File: src/rtl/mod113_stream_arb.sv
// mod113_stream_arb: two-requester frame arbiter that reduces each frame of 28-bit words to their sum mod 113.
// Define MOD113_RR_EN for round-robin arbitration; the default build uses fixed priority (requester 0 wins).
module mod113_stream_arb #(
   parameter int MAX_WORDS = 18
) (
   input  logic        clk,
   input  logic        rst_n,
   input  logic [1:0]  in_valid,
   input  logic [55:0] in_data,
   input  logic [1:0]  in_last,
   output logic [1:0]  in_ready,
   output logic        res_valid,
   output logic [6:0]  res_data,
   output logic        res_id,
   output logic        res_ovf,
   input  logic        res_ready,
   output logic        busy
);

   localparam int CW = $clog2(MAX_WORDS + 1);

   typedef enum logic [1:0] {S_IDLE, S_BUSY, S_DONE} state_t;

   state_t          r_state;
   state_t          w_state_nxt;
   logic            r_grant;
   logic [6:0]      r_acc;
   logic [CW-1:0]   r_count;
   logic            r_ovf;

   logic            w_grant_sel;
   logic            w_hs;
   logic            w_last;
   logic            w_cap;
   logic [27:0]     w_word;
   logic [6:0]      w_word_mod;
   logic [7:0]      w_sum;
   logic [6:0]      w_acc_nxt;

   // 2^7, 2^14, 2^21 are 15, 112, 98 mod 113; repeated digit folds shrink the value below 226.
   function automatic logic [6:0] word_mod113(input logic [27:0] w);
      logic [14:0] s1;
      logic [11:0] s2;
      logic [8:0]  s3;
      logic [7:0]  s4;
      s1 = 15'(w[6:0]) + 15'(w[13:7]) * 15'd15 + 15'(w[20:14]) * 15'd112 + 15'(w[27:21]) * 15'd98;
      s2 = 12'(s1[6:0]) + 12'(s1[13:7]) * 12'd15 + (s1[14] ? 12'd112 : 12'd0);
      s3 = 9'(s2[6:0]) + 9'(s2[11:7]) * 9'd15;
      s4 = 8'(s3[6:0]) + 8'(s3[8:7]) * 8'd15;
      return (s4 >= 8'd113) ? 7'(s4 - 8'd113) : s4[6:0];
   endfunction

   assign w_word     = r_grant ? in_data[55:28] : in_data[27:0];
   assign w_word_mod = word_mod113(w_word);
   assign w_sum      = {1'b0, r_acc} + {1'b0, w_word_mod};
   assign w_acc_nxt  = (w_sum >= 8'd113) ? 7'(w_sum - 8'd113) : w_sum[6:0];
   assign w_hs       = (r_state == S_BUSY) && in_valid[r_grant];
   assign w_last     = in_last[r_grant];
   assign w_cap      = (r_count == CW'(MAX_WORDS - 1));

`ifdef MOD113_RR_EN
   logic r_ptr;

   // Pointer only matters when both request together; a lone requester always wins.
   always_comb begin
      w_grant_sel = in_valid[1] & ~in_valid[0];
      if (in_valid == 2'b11) w_grant_sel = r_ptr;
   end

   always_ff @(posedge clk or negedge rst_n) begin
      if (!rst_n) begin
         r_ptr <= 1'b0;
      end else if (r_state == S_DONE && res_ready) begin
         r_ptr <= ~r_grant;
      end
   end
`else
   always_comb begin
      w_grant_sel = ~in_valid[0];
   end
`endif

   always_ff @(posedge clk or negedge rst_n) begin
      if (!rst_n) begin
         r_state <= S_IDLE;
      end else begin
         r_state <= w_state_nxt;
      end
   end

   always_comb begin
      w_state_nxt = r_state;
      in_ready    = 2'b00;
      res_valid   = 1'b0;
      res_data    = 7'd0;
      res_id      = 1'b0;
      res_ovf     = 1'b0;
      busy        = 1'b1;
      case (r_state)
         S_IDLE: begin
            busy = 1'b0;
            if (|in_valid) w_state_nxt = S_BUSY;
         end
         S_BUSY: begin
            in_ready = r_grant ? 2'b10 : 2'b01;
            if (w_hs && (w_last || w_cap)) w_state_nxt = S_DONE;
         end
         S_DONE: begin
            res_valid = 1'b1;
            res_data  = r_acc;
            res_id    = r_grant;
            res_ovf   = r_ovf;
            if (res_ready) w_state_nxt = S_IDLE;
         end
         default: begin
            w_state_nxt = S_IDLE;
         end
      endcase
   end

   always_ff @(posedge clk or negedge rst_n) begin
      if (!rst_n) begin
         r_grant <= 1'b0;
         r_acc   <= 7'd0;
         r_count <= '0;
         r_ovf   <= 1'b0;
      end else if (r_state == S_IDLE && (|in_valid)) begin
         r_grant <= w_grant_sel;
         r_acc   <= 7'd0;
         r_count <= '0;
         r_ovf   <= 1'b0;
      end else if (w_hs) begin
         r_acc   <= w_acc_nxt;
         r_count <= r_count + CW'(1);
         // Cut frame: the requester's remaining words open a fresh frame later.
         if (w_cap && !w_last) r_ovf <= 1'b1;
      end
   end

endmodule
File: config.mk
export PLATFORM = sky130hd
export DESIGN_NAME = mod113_stream_arb
export DESIGN_NICKNAME = d
export VERILOG_FILES = /design/src/rtl/mod113_stream_arb.sv
export SDC_FILE = /design/constraint.sdc
export NUM_CORES = 1
export LEC_CHECK = 0
export BUFFER_PORTS_ARGS = -buffer_cell sky130_fd_sc_hd__buf_2
export CELL_PAD_IN_SITES_DETAIL_PLACEMENT = 2
export CELL_PAD_IN_SITES_GLOBAL_PLACEMENT = 2
export CORE_MARGIN = 8
export CORE_UTILIZATION = 34
export CTS_BUF_LIST = sky130_fd_sc_hd__clkbuf_4 sky130_fd_sc_hd__clkbuf_8 sky130_fd_sc_hd__clkbuf_16
export DETAILED_ROUTE_END_ITERATION = 10
export HOLD_SLACK_MARGIN = 0.05
export PLACE_DENSITY_LB_ADDON = 0.1
export RECOVER_POWER = 100
export SYNTH_ARGS = -nofsm -noshare
export SYNTH_HDL_FRONTEND = slang
export SYNTH_SLANG_ARGS = --single-unit
File: constraint.sdc
create_clock -name clk -period 15.1 [get_ports clk]
set_clock_uncertainty 0.2 [all_clocks]
set_input_delay 3.775 -clock clk [delete_from_list [all_inputs] [get_ports clk]]
set_output_delay 3.775 -clock clk [all_outputs]
set_load 0.05 [all_outputs]
==> impl_metrics.env, run 1 <==
export IMPL_clockBufferDepth=2
export IMPL_yosysWarnings=0
export IMPL_coreArea_um2=18700
export IMPL_max_stage_delay_ns=0.56
export IMPL_initial_core_util=0.346
export IMPL_finalMaxSlewViolations=0
export IMPL_syn_num_nets=981
export IMPL_cp_start_kind="primary input"
export IMPL_drtAntennaViolNets=0
export IMPL_nets=1281
export IMPL_wire_per_inst_um=30.5
export IMPL_grt_pass1_wl_mm=48.2
export IMPL_drt_drc_violations_left=0
export IMPL_min_period_ns=19.62
export IMPL_path_clk_slew_ns=0.06
export IMPL_final_common_cell="buf_4"
export IMPL_via_per_inst=5.62
export IMPL_yosysUniqueCellTypes=64
export IMPL_cts_root_buf="clkbuf_16"
export IMPL_hold_buffers=0
export IMPL_synth_seq_cells=16
export IMPL_ys_flop_type="dfrtp_1"
export IMPL_hold_path_class="flip-flop to flip-flop"
export IMPL_outcome="finished with violations"
export IMPL_synth_edff_count=0
export IMPL_grt_pass1_vias=8113
export IMPL_cp_arrival_ns=19.51
export IMPL_synth_area_leader_cell="ha_1"
export IMPL_grt_setup_unrepaired="yes"
export IMPL_gr_total_overflow=0
export IMPL_die_area_um2=23700
export IMPL_ys_top_cells_by_area="ha_1, fa_1, inv_1"
export IMPL_synthArstFlopShare=1.00
export IMPL_num_vias=7024
export IMPL_clock_fmax_mhz=51.0
export IMPL_postLayoutSetupSlackWorst_ns=-4.52
export IMPL_path_class="primary input to flip-flop"
export IMPL_num_rows=50
export IMPL_violations="negative setup slack"
export IMPL_ios=76
export IMPL_cts_tree="built"
export IMPL_clk_latency_ns=0.26
export IMPL_port_buffers=75
export IMPL_drt_pass1_iterations=4
export IMPL_mostFrequentLayoutCells="buf_4, inv_1, ha_1, fa_1, buf_2"
export IMPL_critPathCaptureType="flip-flop"
export IMPL_yosysSeqAreaShare=0.0618
export IMPL_postSynthAreaPerCell_um2=9.08
export IMPL_die_y_um=154
export IMPL_layout_drive_gt1_share=0.469
export IMPL_drt_iter0_drc=272
export IMPL_wirelength_mm=38.1
export IMPL_worst_path_max_delay_cell="fa_1"
export IMPL_htreeDepth=1
export IMPL_critical_path_max_fanout=4
export IMPL_setup_viol=7
export IMPL_fin_util=0.540
export IMPL_maxCapViolations=0
export IMPL_cts_inserted_buffers=3
export IMPL_synth_cells=713
export IMPL_fillCellCount=1887
export IMPL_synthToLayoutAreaGrowth_pct=56.0
export IMPL_grt_max_degree=19
export IMPL_die_w_um=154
export IMPL_hpwl_mm=20.5
export IMPL_worst_slew_pin_transition_ns=1.00
export IMPL_syn_area_um2=6480
export IMPL_post_route_period_util=1.30
export IMPL_cp_common_cell="fa_1"
export IMPL_antenna_found_initial=3
export IMPL_finalHoldViolations=0
export IMPL_relSlewSlack=0.331
export IMPL_clkSinkCount=16
export IMPL_netlist_area_leader_share=0.265
export IMPL_grt_total_usage=0.262
export IMPL_gp_congestion=0.809
export IMPL_required_ns=14.99
-- cells in the mapped netlist (all sizes together), types with 6 or more instances --
library cell and instances:
nand2 14, a211oi 8, and2 9, o211ai 7
xor2 26, mux2 20, nor2b 8, mux2i 13
nand2b 8, xnor2 34, nor2 45, ha 137
a21o 14, inv 139, nand3 12, clkbuf 6
a21oi 41, fa 68, o21ai 21, o21bai 8
dfrtp 16
-- worst max-delay path: cells and delay by family --
family          cells  cell delay [ns]
buf+inv            13             1.38
compound gates     14             3.07
fa+ha+maj          21             8.46
simple gates        4             0.64
mux                 3             0.98
xor+xnor            6             1.15
-- repair_timing --
| action | 4_1_cts | 5_1_grt |
|---|---|---|
| pin swaps | 88 | 65 |
| setup buffers | 25 | 31 |
| setup endpoints to repair | 7 | 7 |
| resized for setup | 78 | 60 |
-- per-stage QoR --
step / hold slack (ns) / setup WS [ns] / instance area (um^2) / instances / TNS [ns]
2_1_floorplan: 0.254 / -2.75 / 6890 / 713 / -18.69
3_3_place_gp: 0.279 / -3.15 / 8840 / 1188 / -21.58
3_5_place_dp: 0.301 / -3.81 / 8840 / 1188 / -26.19
4_1_cts: 0.365 / -3.08 / 9550 / 1215 / -21.32
5_1_grt: 0.408 / -4.98 / 10100 / 1248 / -34.02
6_report: 0.361 / -4.52 / 10100 / 1249 / -30.85
-- logic make-up (layout without fill, tap and decap cells) --
group,after synthesis,count (layout),synth area share
adders and majority gates,205,205,0.475
xor gates and xnor gates,62,62,0.0892
muxes,33,33,0.0549
DFF,16,16,0.0618
buffers and inverters,147,445,0.0854
other,0,4,0
and+or+nand+nor,121,121,0.0956
AOI/OAI and AO/OA,129,129,0.138
-- registers in the layout, indices dropped and copies added (netlist names) --
signal and count:
r_acc 7, r_count 5, r_ovf 1, r_grant 1, r_state 2
-- path summary, 6_finish.rpt --
path / start / end / slack, ns / depth (start not counted)
max reg2reg: r_grant / r_acc[1] / -1.62 / 62
max: in_data[50] / r_acc[1] / -4.52 / 61
min reg2reg: r_count[4] / r_count[4] / 0.36 / 2
min in group asynchronous: rst_n / r_acc[6] / 3.43 / 1
max in group asynchronous: rst_n / r_count[2] / 10.70 / 1
min: r_count[4] / r_count[4] / 0.36 / 2
-- layer usage --
metal,part of all wire,GRT usage,vias to the layer above
li1,-,-,2982
met1,0.36,0.266,3618
met2,0.53,0.521,253
met3,0.033,0.0272,171
met4,0.076,0.125,0
met5,0,0,-
-- cell type report --
cell class | count | area, um^2 | area share
timing repair buffer | 303 | 2130 | 0.211
multi-input combinational | 550 | 6680 | 0.661
tap | 234 | 293 | 0.0290
antenna | 4 | 10.0 | 0.000990
clock buffer | 3 | 75.1 | 0.00743
inverter | 139 | 522 | 0.0516
sequential | 16 | 400 | 0.0396
Power of run 1 is left out: the tool's default activity adds up to more than one toggle a clock period on the data nets, which glitch-free logic cannot reach.
==> run 2, diff against run 1 <==
- CORE_UTILIZATION: 34 -> 35
- CTS_BUF_LIST: sky130_fd_sc_hd__clkbuf_4 sky130_fd_sc_hd__clkbuf_8 sky130_fd_sc_hd__clkbuf_16 -> sky130_fd_sc_hd__clkbuf_8
==> impl_metrics.env, run 2 (synthesis gave the netlist of run 1 again) <==
export IMPL_outcome="finished with violations"
export IMPL_violations="negative setup slack"
export IMPL_grt_pass1_vias=8149
export IMPL_worst_slew_pin_transition_ns=0.937
export IMPL_grt_pass1_wl_mm=49.0
export IMPL_worst_path_max_delay_cell="fa_1"
export IMPL_grt_setup_unrepaired="yes"
export IMPL_final_common_cell="buf_4"
export IMPL_wirelength_mm=37.4
export IMPL_clock_fmax_mhz=52.6
export IMPL_cp_arrival_ns=18.90
export IMPL_hold_buffers=0
export IMPL_path_class="primary input to flip-flop"
export IMPL_maxCapViolations=0
export IMPL_gr_total_overflow=0
export IMPL_coreArea_um2=18100
export IMPL_postLayoutSetupSlackWorst_ns=-3.90
export IMPL_finalMaxSlewViolations=0
export IMPL_required_ns=15.01
export IMPL_largest_reg_flops=7
export IMPL_critical_path_max_fanout=5
export IMPL_largestRegisters="r_acc: 7 flops, r_count: 5 flops, r_state: 2 flops"
export IMPL_cp_common_cell="fa_1"
export IMPL_drt_iter0_drc=229
export IMPL_cts_inserted_buffers=3
export IMPL_die_w_um=152
export IMPL_setup_viol=7
export IMPL_cp_start_kind="primary input"
export IMPL_min_period_ns=19.00
export IMPL_gp_congestion=0.828
export IMPL_worst_path_buf_inv=14
export IMPL_wire_per_inst_um=30.7
export IMPL_finalHoldViolations=0
export IMPL_path_clk_slew_ns=0.07
export IMPL_grt_max_degree=28
export IMPL_initial_core_util=0.358
export IMPL_cp_top_family="adder cells"
export IMPL_clockBufferDepth=2
export IMPL_antenna_found_initial=2
export IMPL_num_vias=6875
export IMPL_die_y_um=152
export IMPL_die_area_um2=23100
export IMPL_port_buffers=75
export IMPL_fin_util=0.544
export IMPL_critPathCaptureType="flip-flop"
export IMPL_layout_drive_gt1_share=0.454
export IMPL_htreeDepth=1
export IMPL_drt_drc_violations_left=0
export IMPL_top_register="r_acc"
export IMPL_synthToLayoutAreaGrowth_pct=52.0
export IMPL_relSlewSlack=0.376
export IMPL_via_per_inst=5.64
export IMPL_drt_pass1_iterations=4
export IMPL_hold_path_class="flip-flop to flip-flop"
export IMPL_cts_tree="built"
export IMPL_max_stage_delay_ns=0.60
export IMPL_clkSinkCount=16
export IMPL_num_rows=49
export IMPL_mostFrequentLayoutCells="buf_4, inv_1, ha_1, fa_1, buf_2"
export IMPL_cts_root_buf="clkbuf_8"
export IMPL_post_route_period_util=1.26
export IMPL_drtAntennaViolNets=0
export IMPL_grt_total_usage=0.270
export IMPL_nets=1257
export IMPL_ios=76
export IMPL_hpwl_mm=21.1
export IMPL_clk_latency_ns=0.27
run 2: timing repair:
item,4_1_cts,5_1_grt
resized for setup,69,63
buffers inserted,29,7
endpoints found under the setup margin,7,7
pin swaps,60,42
run 2: area by class of cell:
type | instances | area (um^2)
Clock buffer | 3 | 41.3
Inverter | 139 | 522
Fill cell | 1845 | 8240
Timing Repair Buffer | 279 | 1940
Tap cell | 229 | 287
Antenna cell | 3 | 7.51
Multi-Input combinational cell | 550 | 6640
Sequential cell | 16 | 400
run 2: path summary, 6_finish.rpt:
check | to | cells after the start | startpoint | slack, ns
worst max-delay path | r_acc[0] | 62 | in_data[16] | -3.90
worst min-delay path | r_ovf | 2 | r_ovf | 0.32
worst max register to register | r_acc[0] | 62 | r_grant | -1.10
worst min register to register | r_ovf | 2 | r_ovf | 0.32
max in group asynchronous | r_count[2] | 1 | rst_n | 10.70
min in group asynchronous | r_acc[5] | 1 | rst_n | 3.42
run 2: worst min-delay path: cells and delay by family (launching register included):
kind	cells	cell delay, ns
simple gates	1	0.08
flops	1	0.35
compound gates	1	0.05
run 2: per-layer routing:
layer	GRT usage	share of wire	wire length [um]
met1	0.268	0.34	12900
met4	0.103	0.074	2760
met5	0	0	0
met3	0.0267	0.040	1500
met2	0.558	0.54	20200
run 2: through the flow:
stage,cells,setup slack (ns),hold slack (ns),area [um^2],TNS [ns]
after floorplan,713,-2.75,0.254,6890,-18.69
after global placement,1178,-3.20,0.277,8800,-22.03
after detailed placement,1178,-3.89,0.292,8800,-26.75
after CTS,1209,-3.11,0.306,9440,-21.31
after global routing,1219,-4.23,0.360,9840,-29.13
final,1219,-3.90,0.321,9840,-26.82
Power of run 2 is left out for the same reason.
==> run 3, diff against run 2 <==
--- a/config.mk
+++ b/config.mk
@@ -7,2 +7,3 @@
 export LEC_CHECK = 0
+export ABC_CLOCK_PERIOD_IN_PS = 15100
 export BUFFER_PORTS_ARGS = -buffer_cell sky130_fd_sc_hd__buf_2
==> constraint.sdc (replaced) <==
create_clock -name clk -period 15.1 [get_ports clk]
set_clock_uncertainty 0.2 [all_clocks]
set_input_delay 3.02 -clock clk [delete_from_list [all_inputs] [get_ports clk]]
set_output_delay 3.02 -clock clk [all_outputs]
set_load 0.05 [all_outputs]
==> impl_metrics.env, run 3 (synthesis gave the netlist of run 1 again) <==
export IMPL_critPathCaptureType="flip-flop"
export IMPL_r2r_slack_ns=-1.50
export IMPL_fillCellCount=1824
export IMPL_hpwl_mm=21.5
export IMPL_hold_end="r_ovf"
export IMPL_worst_path_max_delay_cell="fa_1"
export IMPL_drtAntennaViolNets=0
export IMPL_post_route_period_util=1.24
export IMPL_gr_total_overflow=0
export IMPL_hold_path_class="flip-flop to flip-flop"
export IMPL_hold_buffers=0
export IMPL_coreArea_um2=18100
export IMPL_cp_arrival_ns=18.58
export IMPL_min_period_ns=18.67
export IMPL_drt_pass1_iterations=4
export IMPL_maxCapViolations=0
export IMPL_worst_path_buf_inv=17
export IMPL_reg2reg_depth=69
export IMPL_setup_viol=7
export IMPL_cts_inserted_buffers=3
export IMPL_layout_drive_gt1_share=0.455
export IMPL_clk_latency_ns=0.27
export IMPL_final_common_cell="buf_4"
export IMPL_grt_setup_unrepaired="yes"
export IMPL_holdPathStages=2
export IMPL_wirelength_mm=37.9
export IMPL_die_y_um=152
export IMPL_grt_total_usage=0.268
export IMPL_num_vias=6900
export IMPL_largestRegisters="r_acc: 7 flops, r_count: 5 flops, r_state: 2 flops"
export IMPL_relSlewSlack=0.250
export IMPL_violations="negative setup slack"
export IMPL_num_rows=49
export IMPL_mostFrequentLayoutCells="buf_4, inv_1, ha_1, fa_1, buf_2"
export IMPL_die_area_um2=23100
export IMPL_register_area_um2=400
export IMPL_die_w_um=152
export IMPL_r2r_start="r_grant"
export IMPL_finalMaxSlewViolations=0
export IMPL_cts_root_buf="clkbuf_8"
export IMPL_pre_cts_ws_ns=-3.36
export IMPL_postLayoutSetupSlackWorst_ns=-3.57
export IMPL_timing_rr_end="r_acc[6]"
export IMPL_grt_max_degree=28
export IMPL_drt_drc_violations_left=0
export IMPL_cp_top_family="adder cells"
export IMPL_ios=76
export IMPL_wire_per_inst_um=30.8
export IMPL_nets=1270
export IMPL_clkSinkCount=16
export IMPL_multi_input_area_um2=6620
export IMPL_grt_pass1_vias=8163
export IMPL_top_register="r_acc"
export IMPL_synthToLayoutAreaGrowth_pct=53.4
export IMPL_grt_pass1_wl_mm=48.5
export IMPL_antenna_found_initial=2
export IMPL_path_clk_slew_ns=0.07
export IMPL_finalHoldViolations=0
export IMPL_port_buffers=75
export IMPL_critical_path_max_fanout=5
export IMPL_htreeDepth=1
export IMPL_max_stage_delay_ns=0.56
export IMPL_clock_fmax_mhz=53.6
export IMPL_cp_start_kind="primary input"
export IMPL_gp_congestion=0.836
export IMPL_outcome="finished with violations"
export IMPL_drt_iter0_drc=280
export IMPL_initial_core_util=0.358
export IMPL_required_ns=15.01
export IMPL_cts_tree="built"
export IMPL_largest_reg_flops=7
export IMPL_path_class="primary input to flip-flop"
export IMPL_min_from="r_ovf"
export IMPL_clockBufferDepth=2
export IMPL_via_per_inst=5.61
export IMPL_worst_slew_pin_transition_ns=1.12
run 3: cell count changes in the layout (fill, tap and decap cells not counted), moves of 2 or more:
cell / change
ha_4: -2
buf_6: +3
a21oi_1: +2
buf_4: +12
inv_1: +2
nor2b_2: -2
ha_1: +3
buf_2: -2
inv_2: -2
nor2b_1: +2
a21oi_2: -3
run 3: final cells by class:
class                   count  share of cell area
clock buffers               3             0.00416
flip-flops and latches     16              0.0403
repair buffers            292               0.207
diodes                      2            0.000504
inverters                 139              0.0525
multi-input cells         550               0.667
well taps                 229              0.0288
run 3: how the worst max path moves through the flow:
stage / from / endpoint / slack [ns] / cells after the start
global placement: in_data[22] / r_acc[6] / -2.46 / 62
global route: in_data[52] / r_acc[2] / -3.88 / 66
CTS: in_data[22] / r_acc[1] / -2.39 / 62
floorplan: in_data[22] / r_acc[3] / -2.00 / 58
finish: in_data[23] / r_acc[6] / -3.57 / 69
detailed placement: in_data[44] / r_acc[5] / -3.36 / 60
run 3: layer usage:
| layer | wire length (um) | vias to the layer above | GRT usage | share of wire |
|---|---|---|---|---|
| met5 | 0 | - | 0 | 0 |
| met4 | 2430 | 0 | 0.122 | 0.064 |
| met3 | 1530 | 167 | 0.0306 | 0.040 |
| met2 | 20800 | 261 | 0.540 | 0.55 |
| met1 | 13200 | 3507 | 0.267 | 0.35 |
| li1 | - | 2965 | - | - |
run 3: worst reg2reg max path, delay by kind of cell, from the launching register on:
kind / cells / cell delay (ns)
fa+ha+maj: 18 / 6.44
compound gates: 19 / 4.35
buf+inv: 17 / 2.18
simple gates: 9 / 1.40
xor+xnor: 5 / 1.11
flops: 1 / 0.43
mux: 1 / 0.34
run 3: repair_timing:
| action | 4_1_cts | 5_1_grt |
|---|---|---|
| buffers inserted | 35 | 21 |
| setup endpoints to repair | 7 | 7 |
| endpoints found under the hold margin | 0 | 0 |
| resized for setup | 84 | 51 |
| pin swaps | 72 | 34 |
run 3: metrics by stage:
stage                     std cells   util  hold slack (ns)  cell area (um^2)  TNS, ns
final                          1231  0.549            0.401              9930   -24.00
after global routing           1231  0.549            0.427              9930   -25.98
after CTS                      1213  0.530            0.305              9580   -16.44
after detailed placement       1176  0.486            0.290              8780   -22.99
after global placement         1176  0.486            0.277              8780   -16.82
after floorplan                 713      -            0.254              6890   -13.41
Power of run 3 is left out for the same reason.
